$ cat src/rtl/if2_fetch_stage_if.sv
// if2_fetch_stage_if: instruction-memory request/response bus plus the IF2->decode handoff.
// master is the fetch-stage view; slave is the memory/decode side.
interface if2_fetch_stage_if;
  logic        imem_req_valid;
  logic [31:0] imem_req_addr;
  logic        imem_req_ready;
  logic        imem_rsp_valid;
  logic [31:0] imem_rsp_data;
  logic        inst_valid_if2;
  logic [31:0] inst_if2;
  logic [31:0] pc_if2;
  logic        inst_ready_id;

  modport master (
    output imem_req_valid, imem_req_addr,
    input  imem_req_ready, imem_rsp_valid, imem_rsp_data,
    output inst_valid_if2, inst_if2, pc_if2,
    input  inst_ready_id
  );

  modport slave (
    input  imem_req_valid, imem_req_addr,
    output imem_req_ready, imem_rsp_valid, imem_rsp_data,
    input  inst_valid_if2, inst_if2, pc_if2,
    output inst_ready_id
  );
endinterface

$ cat src/rtl/if2_fetch_stage.sv
// if2_fetch_stage: issues in-order imem requests from the IF1 PC and buffers returned words for
// decode. Define FETCH_STALL_CNT_EN to add the saturating fetch_stall_cnt output.
module if2_fetch_stage #(
  parameter int unsigned FIFO_DEPTH = 2,
  parameter int unsigned OUTST_W    = 2
) (
  input  logic              clk,
  input  logic              reset_n,
  input  logic [31:0]       current_pc_if1,
  output logic [31:0]       next_pc_if1,
  output logic              pc_en,
  input  logic              flush,
  input  logic [31:0]       flush_target,
`ifdef FETCH_STALL_CNT_EN
  output logic [31:0]       fetch_stall_cnt,
`endif
  if2_fetch_stage_if.master bus
);

  localparam int unsigned PtrW = $clog2(FIFO_DEPTH);
  localparam int unsigned CntW = PtrW + 1;
  localparam int unsigned SumW = ((OUTST_W > CntW) ? OUTST_W : CntW) + 1;

  logic [CntW-1:0]    count_q, count_d;
  logic [PtrW-1:0]    rd_ptr_q, rd_ptr_d, wr_ptr_q, wr_ptr_d, rd_next;
  logic [31:0]        inst_mem_q [FIFO_DEPTH];
  logic [31:0]        pc_mem_q   [FIFO_DEPTH];
  logic [31:0]        head_inst_q, head_inst_d, head_pc_q, head_pc_d;
  logic [OUTST_W-1:0] outst_q, outst_d, drop_cnt_q, drop_cnt_d;
  logic [31:0]        pcq_mem_q  [FIFO_DEPTH];
  logic [PtrW-1:0]    pcq_rd_q, pcq_rd_d, pcq_wr_q, pcq_wr_d;
  logic [SumW-1:0]    credit_sum;
  logic               req_valid, fire, rsp, enq, deq, inst_valid;

  // Credit uses registered state only, so a same-cycle pop never opens a slot.
  always_comb begin
    credit_sum  = SumW'(outst_q) + SumW'(count_q);
    req_valid   = reset_n && !flush && (credit_sum < SumW'(FIFO_DEPTH));
    fire        = req_valid && bus.imem_req_ready;
    rsp         = reset_n && bus.imem_rsp_valid;
    enq         = rsp && !flush && (drop_cnt_q == '0);
    inst_valid  = (count_q != '0);
    deq         = inst_valid && bus.inst_ready_id && !flush;
    pc_en       = reset_n && (fire || flush);
    next_pc_if1 = flush ? flush_target : current_pc_if1 + 32'd4;
  end

  always_comb begin
    outst_d    = outst_q + OUTST_W'(fire) - OUTST_W'(rsp);
    drop_cnt_d = drop_cnt_q;
    if (flush) begin
      drop_cnt_d = outst_q - OUTST_W'(rsp);
    end else if (rsp && (drop_cnt_q != '0)) begin
      drop_cnt_d = drop_cnt_q - OUTST_W'(1);
    end

    pcq_wr_d = pcq_wr_q + PtrW'(fire);
    pcq_rd_d = pcq_rd_q + PtrW'(rsp);
    wr_ptr_d = wr_ptr_q + PtrW'(enq);
    rd_next  = rd_ptr_q + PtrW'(deq);
    if (flush) begin
      count_d  = '0;
      rd_ptr_d = wr_ptr_q;
    end else begin
      count_d  = count_q + CntW'(enq) - CntW'(deq);
      rd_ptr_d = rd_next;
    end

    // Head registers track the next head; they hold their last value once the FIFO drains.
    head_inst_d = head_inst_q;
    head_pc_d   = head_pc_q;
    if (count_d != '0) begin
      if (enq && (wr_ptr_q == rd_next)) begin
        head_inst_d = bus.imem_rsp_data;
        head_pc_d   = pcq_mem_q[pcq_rd_q];
      end else begin
        head_inst_d = inst_mem_q[rd_next];
        head_pc_d   = pc_mem_q[rd_next];
      end
    end
  end

  always_ff @(posedge clk) begin
    if (!reset_n) begin
      count_q     <= '0;
      rd_ptr_q    <= '0;
      wr_ptr_q    <= '0;
      head_inst_q <= '0;
      head_pc_q   <= '0;
      outst_q     <= '0;
      drop_cnt_q  <= '0;
      pcq_rd_q    <= '0;
      pcq_wr_q    <= '0;
    end else begin
      count_q     <= count_d;
      rd_ptr_q    <= rd_ptr_d;
      wr_ptr_q    <= wr_ptr_d;
      head_inst_q <= head_inst_d;
      head_pc_q   <= head_pc_d;
      outst_q     <= outst_d;
      drop_cnt_q  <= drop_cnt_d;
      pcq_rd_q    <= pcq_rd_d;
      pcq_wr_q    <= pcq_wr_d;
    end
  end

  always_ff @(posedge clk) begin
    if (enq) begin
      inst_mem_q[wr_ptr_q] <= bus.imem_rsp_data;
      pc_mem_q[wr_ptr_q]   <= pcq_mem_q[pcq_rd_q];
    end
    if (fire) begin
      pcq_mem_q[pcq_wr_q] <= current_pc_if1;
    end
  end

  enq_no_overflow: assert property (@(posedge clk) disable iff (!reset_n)
                                    enq |-> (count_q != CntW'(FIFO_DEPTH)));

`ifdef FETCH_STALL_CNT_EN
  logic [31:0] stall_cnt_q;

  always_ff @(posedge clk) begin
    if (!reset_n) begin
      stall_cnt_q <= '0;
    end else if (bus.inst_ready_id && !inst_valid && !flush && (stall_cnt_q != '1)) begin
      stall_cnt_q <= stall_cnt_q + 32'd1;
    end
  end

  assign fetch_stall_cnt = stall_cnt_q;
`endif

  assign bus.imem_req_valid = req_valid;
  assign bus.imem_req_addr  = current_pc_if1;
  assign bus.inst_valid_if2 = inst_valid;
  assign bus.inst_if2       = head_inst_q;
  assign bus.pc_if2         = head_pc_q;

endmodule

$ cat src/flat_wrapper.sv
// flat-port wrapper written by rule: the top's interface ports become plain ports
module if2_fetch_stage_flat 
#(
  parameter int unsigned FIFO_DEPTH = 2,
  parameter int unsigned OUTST_W    = 2
)
  (clk, reset_n, current_pc_if1, next_pc_if1, pc_en, flush, flush_target, bus_imem_req_valid, bus_imem_req_addr, bus_imem_req_ready, bus_imem_rsp_valid, bus_imem_rsp_data, bus_inst_valid_if2, bus_inst_if2, bus_pc_if2, bus_inst_ready_id);
  if2_fetch_stage_if bus_i ();
  input  logic clk;
  input  logic reset_n;
  input  logic [31:0] current_pc_if1;
  output logic [31:0] next_pc_if1;
  output logic pc_en;
  input  logic flush;
  input  logic [31:0] flush_target;
  output wire logic [$bits(bus_i.imem_req_valid)-1:0] bus_imem_req_valid;
  output wire logic [$bits(bus_i.imem_req_addr)-1:0] bus_imem_req_addr;
  input wire logic [$bits(bus_i.imem_req_ready)-1:0] bus_imem_req_ready;
  input wire logic [$bits(bus_i.imem_rsp_valid)-1:0] bus_imem_rsp_valid;
  input wire logic [$bits(bus_i.imem_rsp_data)-1:0] bus_imem_rsp_data;
  output wire logic [$bits(bus_i.inst_valid_if2)-1:0] bus_inst_valid_if2;
  output wire logic [$bits(bus_i.inst_if2)-1:0] bus_inst_if2;
  output wire logic [$bits(bus_i.pc_if2)-1:0] bus_pc_if2;
  input wire logic [$bits(bus_i.inst_ready_id)-1:0] bus_inst_ready_id;
  assign bus_imem_req_valid = bus_i.imem_req_valid;
  assign bus_imem_req_addr = bus_i.imem_req_addr;
  assign bus_i.imem_req_ready = bus_imem_req_ready;
  assign bus_i.imem_rsp_valid = bus_imem_rsp_valid;
  assign bus_i.imem_rsp_data = bus_imem_rsp_data;
  assign bus_inst_valid_if2 = bus_i.inst_valid_if2;
  assign bus_inst_if2 = bus_i.inst_if2;
  assign bus_pc_if2 = bus_i.pc_if2;
  assign bus_i.inst_ready_id = bus_inst_ready_id;
  if2_fetch_stage #(.FIFO_DEPTH(FIFO_DEPTH), .OUTST_W(OUTST_W)) u_core (.clk(clk), .reset_n(reset_n), .current_pc_if1(current_pc_if1), .next_pc_if1(next_pc_if1), .pc_en(pc_en), .flush(flush), .flush_target(flush_target), .bus(bus_i));
endmodule
$ cat config.mk
export PLATFORM = sky130hd
export DESIGN_NAME = if2_fetch_stage_flat
export DESIGN_NICKNAME = d
export VERILOG_FILES = /design/src/rtl/if2_fetch_stage_if.sv /design/src/rtl/if2_fetch_stage.sv /design/src/flat_wrapper.sv
export SDC_FILE = /design/constraint.sdc
export NUM_CORES = 1
export LEC_CHECK = 0
export ABC_AREA = 0
export BUFFER_PORTS_ARGS = -buffer_cell sky130_fd_sc_hd__clkbuf_2
export CAP_MARGIN = 5
export CORE_ASPECT_RATIO = 1.75
export CORE_MARGIN = 2
export CORE_UTILIZATION = 49
export CTS_CLUSTER_DIAMETER = 200
export DETAILED_ROUTE_END_ITERATION = 12
export MAX_ROUTING_LAYER = met4
export PLACE_DENSITY = 0.75
export SLEW_MARGIN = 30
export SYNTH_ARGS = -nofsm -noshare
export SYNTH_HDL_FRONTEND = slang
export SYNTH_SLANG_ARGS = --single-unit
export TNS_END_PERCENT = 5
$ cat constraint.sdc
create_clock -name clk -period 5.5 [get_ports clk]
set_clock_uncertainty 0.15 [all_clocks]
set_input_delay 0.275 -clock clk [delete_from_list [all_inputs] [get_ports clk]]
set_output_delay 0.275 -clock clk [all_outputs]
set_load 0.01 [all_outputs]
==> results.toml, run 1 <==
[yosys]
synth_top_family_by_area = "multiplexers"
post_synth_inst_count = 809
syn_area_per_cell_um2 = 13.6
post_synth_num_cell_types = 45
yosys-mux-area-fraction_pct = 9.74
synth_top_area_cell = "sky130_fd_sc_hd__edfxtp_1"
synth.cell_area_um2 = 11000
postSynth.asyncResetShare_pct = 0
synth.ff_latch_count = 267
synth_fp_nets = 920
synth_warnings = 0
post_synthesis_compound_gate_area_fraction_pct = 8.08
synth-main-ff-cell = "sky130_fd_sc_hd__edfxtp_1"
synth_adder_area_share_pct = 1.09
post_synth_main_area_contributors = "sky130_fd_sc_hd__edfxtp_1 (52%), sky130_fd_sc_hd__dfxtp_1 (14%), sky130_fd_sc_hd__mux2i_1 (8.8%), sky130_fd_sc_hd__a32oi_1 (2.5%), sky130_fd_sc_hd__o221ai_1 (2.5%)"
synth_largest_type_area_fraction_pct = 52.4
synth.yosys.seq_area_share_pct = 66.0
synth_edf_count = 192
synth_xor_xnor_area_share_pct = 2.71
synthSimpleGateAreaFrac_pct = 6.86

[grt]
antenna_found_initial = 0
grt_overflow = 0
grt_pass1_wl_mm = 37.4
grt_max_degree = 65
groute.usage.overall_pct = 20.6
vias_in_the_first_global_route = 7298

[worst_setup_path]
worst_r2r_endpoint = "u_core.bus.pc_if2[4]"
path_max_fanout = 41
path_cells = "inv_1 > ha_1 > nor3b_1 > ha_1 > xnor2_1 > mux2i_1 > nor2b_4 > buf_4 > nand2b_2 > buf_4 > o221ai_1"
r2r.worst_path.cells = 11
slowest_delay_ps = 680
critical_path.endpoint_type = "register"
worstReg2RegStart = "u_core.drop_cnt_q[0]"
cp_data_required_time_ps = 5770
timing.setup.critical_path_class = "reg2reg"
worst_setup_path_start_kind = "register"
critical-path-slowest-cell = "sky130_fd_sc_hd__nor3b_1"
worst-r2r-setup-slack_ps = 1500
cp_data_arrival_time_ps = 4270

[detailed_routing]
postRouteAntennaNets = 0
routed_via_density = 5.29
wire_per_inst_um = 17.5
drc = 0
finalWirelength_mm = 24.1
detailroute.via_count = 7287
drt-pass1-iter-count = 4
drt_iter0_markers = 550

[floorplan]
core-area_um2 = 22100
die_width_um = 117
die_h_um = 202
initial_core_util_pct = 49.9
pin_count = 233
num_rows = 72
fp.dieArea_um2 = 23700

[power_and_ir_drop]
total_power_w = 0.00416
power.share.clock_pct = 36.7
switching_share_pct = 22.0
netSwitchingPower_w = 0.000916
p_int_w = 0.00324
vdd_ir_drop_max_mv = 0.180
power.sequential.fraction_pct = 54.0
power_per_cell_area_nw_per_um2 = 305
leakage_power_summed_over_all_cells_nw = 5.63
power.combinational.fraction_pct = 9.3

[clock_network]
clock_sinks = 267
cts.reportedPaths.clkPinSlew_ps = 60
numCtsBuffers = 23
h_tree_depth = 1
cts_post_setup_buffers_inserted = 0
clock_tree_from_tritoncts = "yes"
clk-insertion-delay-late_ps = 510
maximum_clock_path_buffer_count = 3
clockRootBuffer = "sky130_fd_sc_hd__clkbuf_16"

[min_path]
whs_endpoint = "u_core.drop_cnt_q[0]"
timing.hold.worst.class = "in2reg"
min_from = "reset_n"
hold_path_depth = 2

[run]
drv_cap = 0

[sta]
timing.max_slew.rel_slack_pct = 46.6
max_freq_mhz = 250
final.setup.tns_ps = 0
period_share_pct = 72.7
rsz0062_at_grt = "no"
timing.final.setup_violations = 0
layout_min_cycle_time_ps = 4000
number_of_pins_with_negative_max_slew_slack_in_the_final_report = 0
max_slew.worst_pin.slew_ps = 799
finalHoldViolations = 0

[cells_and_area]
post_route_cells_drive_above_1_share_pct = 27.5
fin_nets = 1178
register_area_um2 = 7270
area.growth.synth_to_final_pct = 23.8
most_frequent_cells_in_the_layout = "sky130_fd_sc_hd__clkbuf_2 (232), sky130_fd_sc_hd__edfxtp_1 (192), sky130_fd_sc_hd__mux2i_1 (97), sky130_fd_sc_hd__dfxtp_1 (74), sky130_fd_sc_hd__nand2_1 (69)"
final_common_cell = "sky130_fd_sc_hd__clkbuf_2"
post_layout_nonfiller_instances = 1378
postLayoutCoreUtil_pct = 61.7
fill_cells = 1739
multi_input_comb_area_um2 = 3190
antenna-diode-count = 0

[placed_design]
post-dp-hpwl_mm = 15.5
dp_cells = 1272
globalplace.congestion = 0.800
port-buffer-count = 232

[status]
run_status = "complete, no violations"
-- logic make-up (layout without fill, tap and decap cells) --
| family | after synthesis | after routing |
|---|---|---|
| AOI/OAI and AO/OA | 126 | 126 |
| adders and majority gates | 9 | 9 |
| buffers and inverters | 122 | 395 |
| muxes | 106 | 106 |
| and+or+nand+nor | 145 | 145 |
| DFF | 267 | 267 |
| xor gates and xnor gates | 34 | 34 |
-- power groups by stage --
| stage | Combinational (W) | Sequential, W | Clock (W) |
|---|---|---|---|
| final | 0.000386 | 0.00225 | 0.00153 |
| after global routing | 0.000425 | 0.00225 | 0.00165 |
| after CTS | 0.000387 | 0.00225 | 0.00156 |
| after detailed placement | 0.000350 | 0.00229 | 0 |
| after global placement | 0.000342 | 0.00229 | 0 |
| after floorplan | 0.000207 | 0.00228 | 0 |
-- sequential cells by signal (all words and copies together) (netlist names), named ones only --
name,count
u_core.bus.inst_if2,32
u_core.bus.pc_if2,32
u_core.count_q,2
u_core.drop_cnt_q,2
u_core.inst_mem_q,64
u_core.outst_q,2
u_core.pc_mem_q,64
u_core.pcq_mem_q,64
u_core.pcq_rd_q,1
u_core.pcq_wr_q,1
u_core.rd_ptr_q,1
u_core.wr_ptr_q,1
-- stage by stage --
stage	hold WS (ps)	worst slack [ps]	area (um2)
2_1_floorplan	224	2360	11000
5_1_grt	6.99	1190	13600
4_1_cts	1.26	1500	13600
3_5_place_dp	302	1450	12200
3_3_place_gp	296	1540	12200
6_report	21.7	1500	13600
-- per-layer routing --
layer	track usage, %	vias to the layer above	wire length, um
met5	-	-	0
met4	7.77	0	739
met3	2.07	46	1140
met2	37.3	250	13000
met1	22.9	3486	9140
li1	-	3505	-
-- layout make-up --
type                            count  share of cell area (%)
Sequential cell                   267                    53.4
Multi-Input combinational cell    420                    23.4
Timing Repair Buffer              308                    14.1
Clock buffer                       34                    4.75
Tap cell                          296                    2.72
Inverter                           47                    1.29
Clock inverter                      6                   0.413
-- how the worst max path moves through the flow --
stage,slack (ps),to,start,cells past startpoint
final,1500,u_core.bus.pc_if2[4],u_core.drop_cnt_q[0],11
after global routing,1190,u_core.bus.pc_if2[15],u_core.drop_cnt_q[0],11
after CTS,1500,u_core.bus.pc_if2[1],u_core.drop_cnt_q[0],11
after detailed placement,1450,u_core.bus.pc_if2[30],reset_n,11
after global placement,1540,u_core.bus.pc_if2[30],reset_n,11
after floorplan,2360,u_core.pcq_mem_q[0][0],u_core.count_q[0],6
-- worst max-delay path: cells and delay by family (launching register included) --
family / cells / cell delay (ps)
adder cells (fa/ha/maj): 2 / 480
AND/OR/NAND/NOR: 3 / 1270
multiplexers: 1 / 400
flip-flops: 1 / 290
XOR/XNOR: 1 / 180
buffers and inverters: 3 / 860
AO/OA/AOI/OAI: 1 / 230
-- synth_stat cells, drive strengths merged, types with 2 or more instances --
cell,n
nand2,69
dfxtp,75
mux2,9
nor4,6
o21ai,57
nor3b,3
nand2b,2
nand4,13
nor2b,9
clkbuf,22
buf,53
nor2,9
edfxtp,192
and4,4
ha,8
a32oi,32
xor2,11
and2,5
nor3,6
inv,47
nand3,9
and3,5
o221ai,32
mux2i,97
xnor2,23
-- repair_timing --
item,in CTS,in global routing
resized for setup,0,0
endpoints found under the hold margin,160,0
hold buffers,64,0
Note: power is estimated with default switching activity, not from simulation.
==> run 2, diff against run 1 <==
Clock period 5.5 ns to 4.05 ns, I/O delays scaled along.
==> run 2 against run 1 <==
Compared with the run above:
- via count down 0.16%
- utilization up 0.88 points
- sequential power up 35%
- critical endpoint is now u_core.bus.pc_if2[21]
==> results.toml, run 2 (synthesis results as in run 1) <==
[status]
run_status = "complete, no violations"

[sta]
max_freq_mhz = 291
number_of_pins_with_negative_max_slew_slack_in_the_final_report = 0
rsz0062_at_grt = "no"
period_share_pct = 84.8
timing.final.setup_violations = 0
final.setup.tns_ps = 0
max_slew.worst_pin.slew_ps = 740
finalHoldViolations = 0
timing.max_slew.rel_slack_pct = 50.7
holdWs_ps = 28.2
layout_min_cycle_time_ps = 3440

[clock_network]
clockRootBuffer = "sky130_fd_sc_hd__clkbuf_16"
cts.reportedPaths.clkPinSlew_ps = 70
clk-insertion-delay-late_ps = 510
h_tree_depth = 1
clock_sinks = 267
clock_tree_from_tritoncts = "yes"
maximum_clock_path_buffer_count = 3
numCtsBuffers = 24
cts_post_setup_buffers_inserted = 0

[detailed_routing]
drt_iter0_markers = 262
detailroute.via_count = 7275
postRouteAntennaNets = 0
drc = 0
finalWirelength_mm = 24.0
drt-pass1-iter-count = 7
routed_via_density = 5.25
wire_per_inst_um = 17.3

[grt]
antenna_found_initial = 0
grt_overflow = 0
grt_max_degree = 65
groute.usage.overall_pct = 20.4
grt_pass1_wl_mm = 37.1
vias_in_the_first_global_route = 7418

[power_and_ir_drop]
leakage_power_summed_over_all_cells_nw = 5.72
power.sequential.fraction_pct = 51.2
power_per_cell_area_nw_per_um2 = 430
netSwitchingPower_w = 0.00129
p_int_w = 0.00465
vdd_ir_drop_max_mv = 0.281
switching_share_pct = 21.8
power.combinational.fraction_pct = 9.1
power.share.clock_pct = 39.7

[floorplan]
die_h_um = 202
core-area_um2 = 22100
die_width_um = 117
pin_count = 233
num_rows = 72
initial_core_util_pct = 49.9
fp.dieArea_um2 = 23700

[placed_design]
port-buffer-count = 232
post-dp-hpwl_mm = 15.6
globalplace.congestion = 0.803

[worst_setup_path]
worst_setup_path_start_kind = "register"
critical_path.endpoint_type = "register"
critical-path-slowest-cell = "sky130_fd_sc_hd__mux2i_1"
cp_data_required_time_ps = 4320
path_cells = "nor2_1 > nor2_1 > ha_1 > inv_1 > ha_1 > xnor2_1 > mux2i_1 > nor2b_4 > buf_4 > nand2_1 > buf_4 > o221ai_1"
r2r.worst_path.cells = 12
cp_data_arrival_time_ps = 3710
path_max_fanout = 33
slowest_delay_ps = 390
timing.setup.critical_path_class = "reg2reg"

[cells_and_area]
postLayoutCoreUtil_pct = 62.6
fill_cells = 1663
fin_nets = 1184
multi_input_comb_area_um2 = 3190
area.growth.synth_to_final_pct = 25.6
post_route_cells_drive_above_1_share_pct = 28.1
largest_registers = "u_core.inst_mem_q (64), u_core.pc_mem_q (64), u_core.pcq_mem_q (64)"
most_frequent_cells_in_the_layout = "sky130_fd_sc_hd__clkbuf_2 (232), sky130_fd_sc_hd__edfxtp_1 (192), sky130_fd_sc_hd__mux2i_1 (97), sky130_fd_sc_hd__dfxtp_1 (74), sky130_fd_sc_hd__nand2_1 (69)"
register_area_um2 = 7270
antenna-diode-count = 0
final_common_cell = "sky130_fd_sc_hd__clkbuf_2"

[min_path]
hold_path_depth = 4
timing.hold.worst.class = "in2reg"

[run]
drv_cap = 0
## run 2: cell types whose count changed in the layout (fill, tap and decap cells not counted), sizes merged
cell / before / now
clkinv: 4 / 9
dlygate4sd3: 64 / 66
clkinvlp: 1 / 2
bufinv: 1 / 4
clkbuf: 266 / 261
buf: 12 / 15
## run 2: repair_timing
item / in CTS / in global routing
hold endpoints to repair: 170 / 0
gates resized for setup: 0 / 0
hold buffers: 66 / 0
endpoints found under the setup margin: 0 / 0
## run 2: routing by layer
layer / track usage (%) / vias up / wire length, um
met5: - / - / 0
li1: - / 3528 / -
met3: 2.07 / 57 / 1240
met2: 37.1 / 279 / 12800
met1: 22.1 / 3411 / 9020
met4: 8.45 / 0 / 947
## run 2: metrics by stage
step           std cells  cell area [um2]  worst slack [ps]  total power [W]
3_3_place_gp        1274            12300               812          0.00358
5_1_grt             1387            13800               382          0.00615
6_report            1387            13800               614          0.00594
4_1_cts             1384            13800               630          0.00599
3_5_place_dp        1274            12300               675          0.00359
2_1_floorplan        809            11000               908          0.00338
## run 2: worst paths after layout
kind                                            start                    end  slack (ps)
worst min register to register  u_core.bus.pc_if2[17]  u_core.bus.pc_if2[17]         310
worst min-delay path               bus_imem_req_ready      u_core.outst_q[0]          30
worst max-delay path                u_core.count_q[1]  u_core.bus.pc_if2[21]         610
worst max register to register      u_core.count_q[1]  u_core.bus.pc_if2[21]         610
## run 2: cell type report
cell class	count	area share, %
Clock buffer	29	4.71
Inverter	47	1.28
Sequential cell	267	52.6
Clock inverter	15	1.32
Multi-Input combinational cell	420	23.1
Timing Repair Buffer	313	14.4
Tap cell	296	2.68
## run 2: power groups by stage
| stage | sequential [W] | combinational [W] | clock (W) |
|---|---|---|---|
| finish | 0.00304 | 0.000543 | 0.00236 |
| global route | 0.00305 | 0.000597 | 0.00251 |
| CTS | 0.00305 | 0.000532 | 0.00241 |
| detailed placement | 0.00311 | 0.000477 | 0 |
| global placement | 0.00311 | 0.000468 | 0 |
| floorplan | 0.00310 | 0.000281 | 0 |
## run 2: worst max-delay path: cells and delay by family (launching register included)
kind | cells | cell delay [ps]
and+or+nand+nor | 4 | 740
muxes | 1 | 390
adders and majority gates | 2 | 480
DFF | 1 | 370
buffers and inverters | 3 | 650
xor gates and xnor gates | 1 | 300
AOI/OAI and AO/OA | 1 | 230
==> run 3, diff against run 2 <==
Clock period 4.05 ns to 3.4 ns, I/O delays scaled along.
==> run 3 against run 2 <==
Compared with the run above:
- fmax grew 12%
- global-route usage is 0.43 points higher
- worst hold slack gained 150 ps
- power increased by 15%
- largest cell class unchanged
- largest power group unchanged
- highest routed layer unchanged
==> results.toml, run 3 (synthesis results as in run 1) <==
[cells_and_area]
final_common_cell = "sky130_fd_sc_hd__clkbuf_2"
largest_registers = "u_core.inst_mem_q (64), u_core.pc_mem_q (64), u_core.pcq_mem_q (64)"
antenna-diode-count = 0
multi_input_comb_area_um2 = 3200
register_area_um2 = 7270
area.growth.synth_to_final_pct = 25.2
fin_nets = 1186
fill_cells = 1703
post_route_cells_drive_above_1_share_pct = 28.2
most_frequent_cells_in_the_layout = "sky130_fd_sc_hd__clkbuf_2 (232), sky130_fd_sc_hd__edfxtp_1 (192), sky130_fd_sc_hd__mux2i_1 (96), sky130_fd_sc_hd__dfxtp_1 (74), sky130_fd_sc_hd__nand2_1 (69)"

[min_path]
min_from = "flush"
timing.hold.worst.class = "in2reg"

[clock_network]
h_tree_depth = 1
clk-insertion-delay-late_ps = 500
cts.reportedPaths.clkPinSlew_ps = 60
clock_tree_from_tritoncts = "yes"
clock_sinks = 267
clockRootBuffer = "sky130_fd_sc_hd__clkbuf_16"
numCtsBuffers = 23
maximum_clock_path_buffer_count = 3
cts_post_setup_buffers_inserted = 0

[run]
drv_cap = 0

[worst_setup_path]
path_max_fanout = 49
cp_data_required_time_ps = 3650
timing.critical_path.from = "u_core.count_q[1]"
timing.setup.critical_path_class = "reg2reg"
worstReg2RegStart = "u_core.count_q[1]"
worst_setup_path_start_kind = "register"
critical_path.endpoint_type = "register"
cp_data_arrival_time_ps = 3330

[sta]
final.setup.tns_ps = 0
timing.max_slew.rel_slack_pct = 57.0
number_of_pins_with_negative_max_slew_slack_in_the_final_report = 0
layout_min_cycle_time_ps = 3080
rsz0062_at_grt = "no"
timing.final.setup_violations = 0
period_share_pct = 90.4
max_freq_mhz = 325
holdWs_ps = 179
max_slew.worst_pin.slew_ps = 640
finalHoldViolations = 0

[grt]
grt_pass1_wl_mm = 37.9
antenna_found_initial = 0
grt_overflow = 0
grt_max_degree = 58
vias_in_the_first_global_route = 7381
groute.usage.overall_pct = 20.8

[detailed_routing]
drt-pass1-iter-count = 5
wire_per_inst_um = 17.4
drc = 0
drt_iter0_markers = 355
finalWirelength_mm = 24.2
detailroute.via_count = 7374
postRouteAntennaNets = 0
routed_via_density = 5.32

[power_and_ir_drop]
leakage_power_summed_over_all_cells_nw = 5.70
total_power_w = 0.00683
power_per_cell_area_nw_per_um2 = 495
vdd_ir_drop_max_mv = 0.302

[floorplan]
core-area_um2 = 22100
initial_core_util_pct = 49.9
num_rows = 72
fp.dieArea_um2 = 23700
die_h_um = 202
pin_count = 233
die_width_um = 117

[status]
run_status = "complete, no violations"

[placed_design]
port-buffer-count = 232
post-dp-hpwl_mm = 16.1
globalplace.congestion = 0.814
run 3: cell types whose count changed in the layout (fill, tap and decap cells not counted), sizes merged:
| cell | change |
|---|---|
| bufinv | -2 |
| dlygate4sd3 | +1 |
| inv | +1 |
| buf | +2 |
| clkinvlp | -1 |
| clkinv | -5 |
| clkbuf | +4 |
run 3: final timing paths:
path | end | slack, ps | cells past startpoint
worst min-delay path | u_core.drop_cnt_q[1] | 180 | 4
worst min register to register | u_core.bus.pc_if2[18] | 320 | 2
worst max-delay path | u_core.bus.pc_if2[11] | 320 | 11
worst max register to register | u_core.bus.pc_if2[11] | 320 | 11
run 3: metrics by stage:
step / std cells / area [um2] / util [%] / setup slack [ps]
6_report: 1387 / 13800 / 62.4 / 325
5_1_grt: 1387 / 13800 / 62.4 / 71.9
4_1_cts: 1387 / 13800 / 62.4 / 144
3_5_place_dp: 1279 / 12400 / 56.0 / 208
3_3_place_gp: 1279 / 12400 / 56.0 / 390
2_1_floorplan: 809 / 11000 / - / 258
run 3: final cells by class:
class	count	area share [%]
clock buffer	33	4.67
clock inverter	8	0.690
inverter	47	1.28
timing repair buffer	316	14.7
sequential	267	52.8
multi-input combinational	420	23.2
tap	296	2.69
run 3: per-layer routing:
layer	vias to the layer above	wire [um]	GRT usage, %
met2	270	13000	37.7
met4	0	847	7.39
met3	58	1280	2.31
li1	3521	-	-
met5	-	0	-
met1	3525	9050	23.2
run 3: critical path, stage by stage, from the launching register on:
cell and delay, ps:
sky130_fd_sc_hd__dfxtp_1 420, sky130_fd_sc_hd__nor2_2 90, sky130_fd_sc_hd__nor2_1 250, sky130_fd_sc_hd__ha_1 300, sky130_fd_sc_hd__inv_1 70, sky130_fd_sc_hd__ha_1 200, sky130_fd_sc_hd__xnor2_2 160, sky130_fd_sc_hd__mux2i_2 340
sky130_fd_sc_hd__nor2b_4 230, sky130_fd_sc_hd__nand2b_2 250, sky130_fd_sc_hd__buf_12 280, sky130_fd_sc_hd__o221ai_1 200
run 3: power by group:
| group | internal, W | switching [W] |
|---|---|---|
| Clock | 0.00147 | 0.00108 |
| Combinational | 0.000284 | 0.000353 |
| Sequential | 0.00358 | 0.0000546 |
run 3: timing repair:
action / in CTS / in global routing
hold buffers: 67 / 0
endpoints found under the setup margin: 0 / 49
endpoints found under the hold margin: 170 / 0
resized for setup: 0 / 3
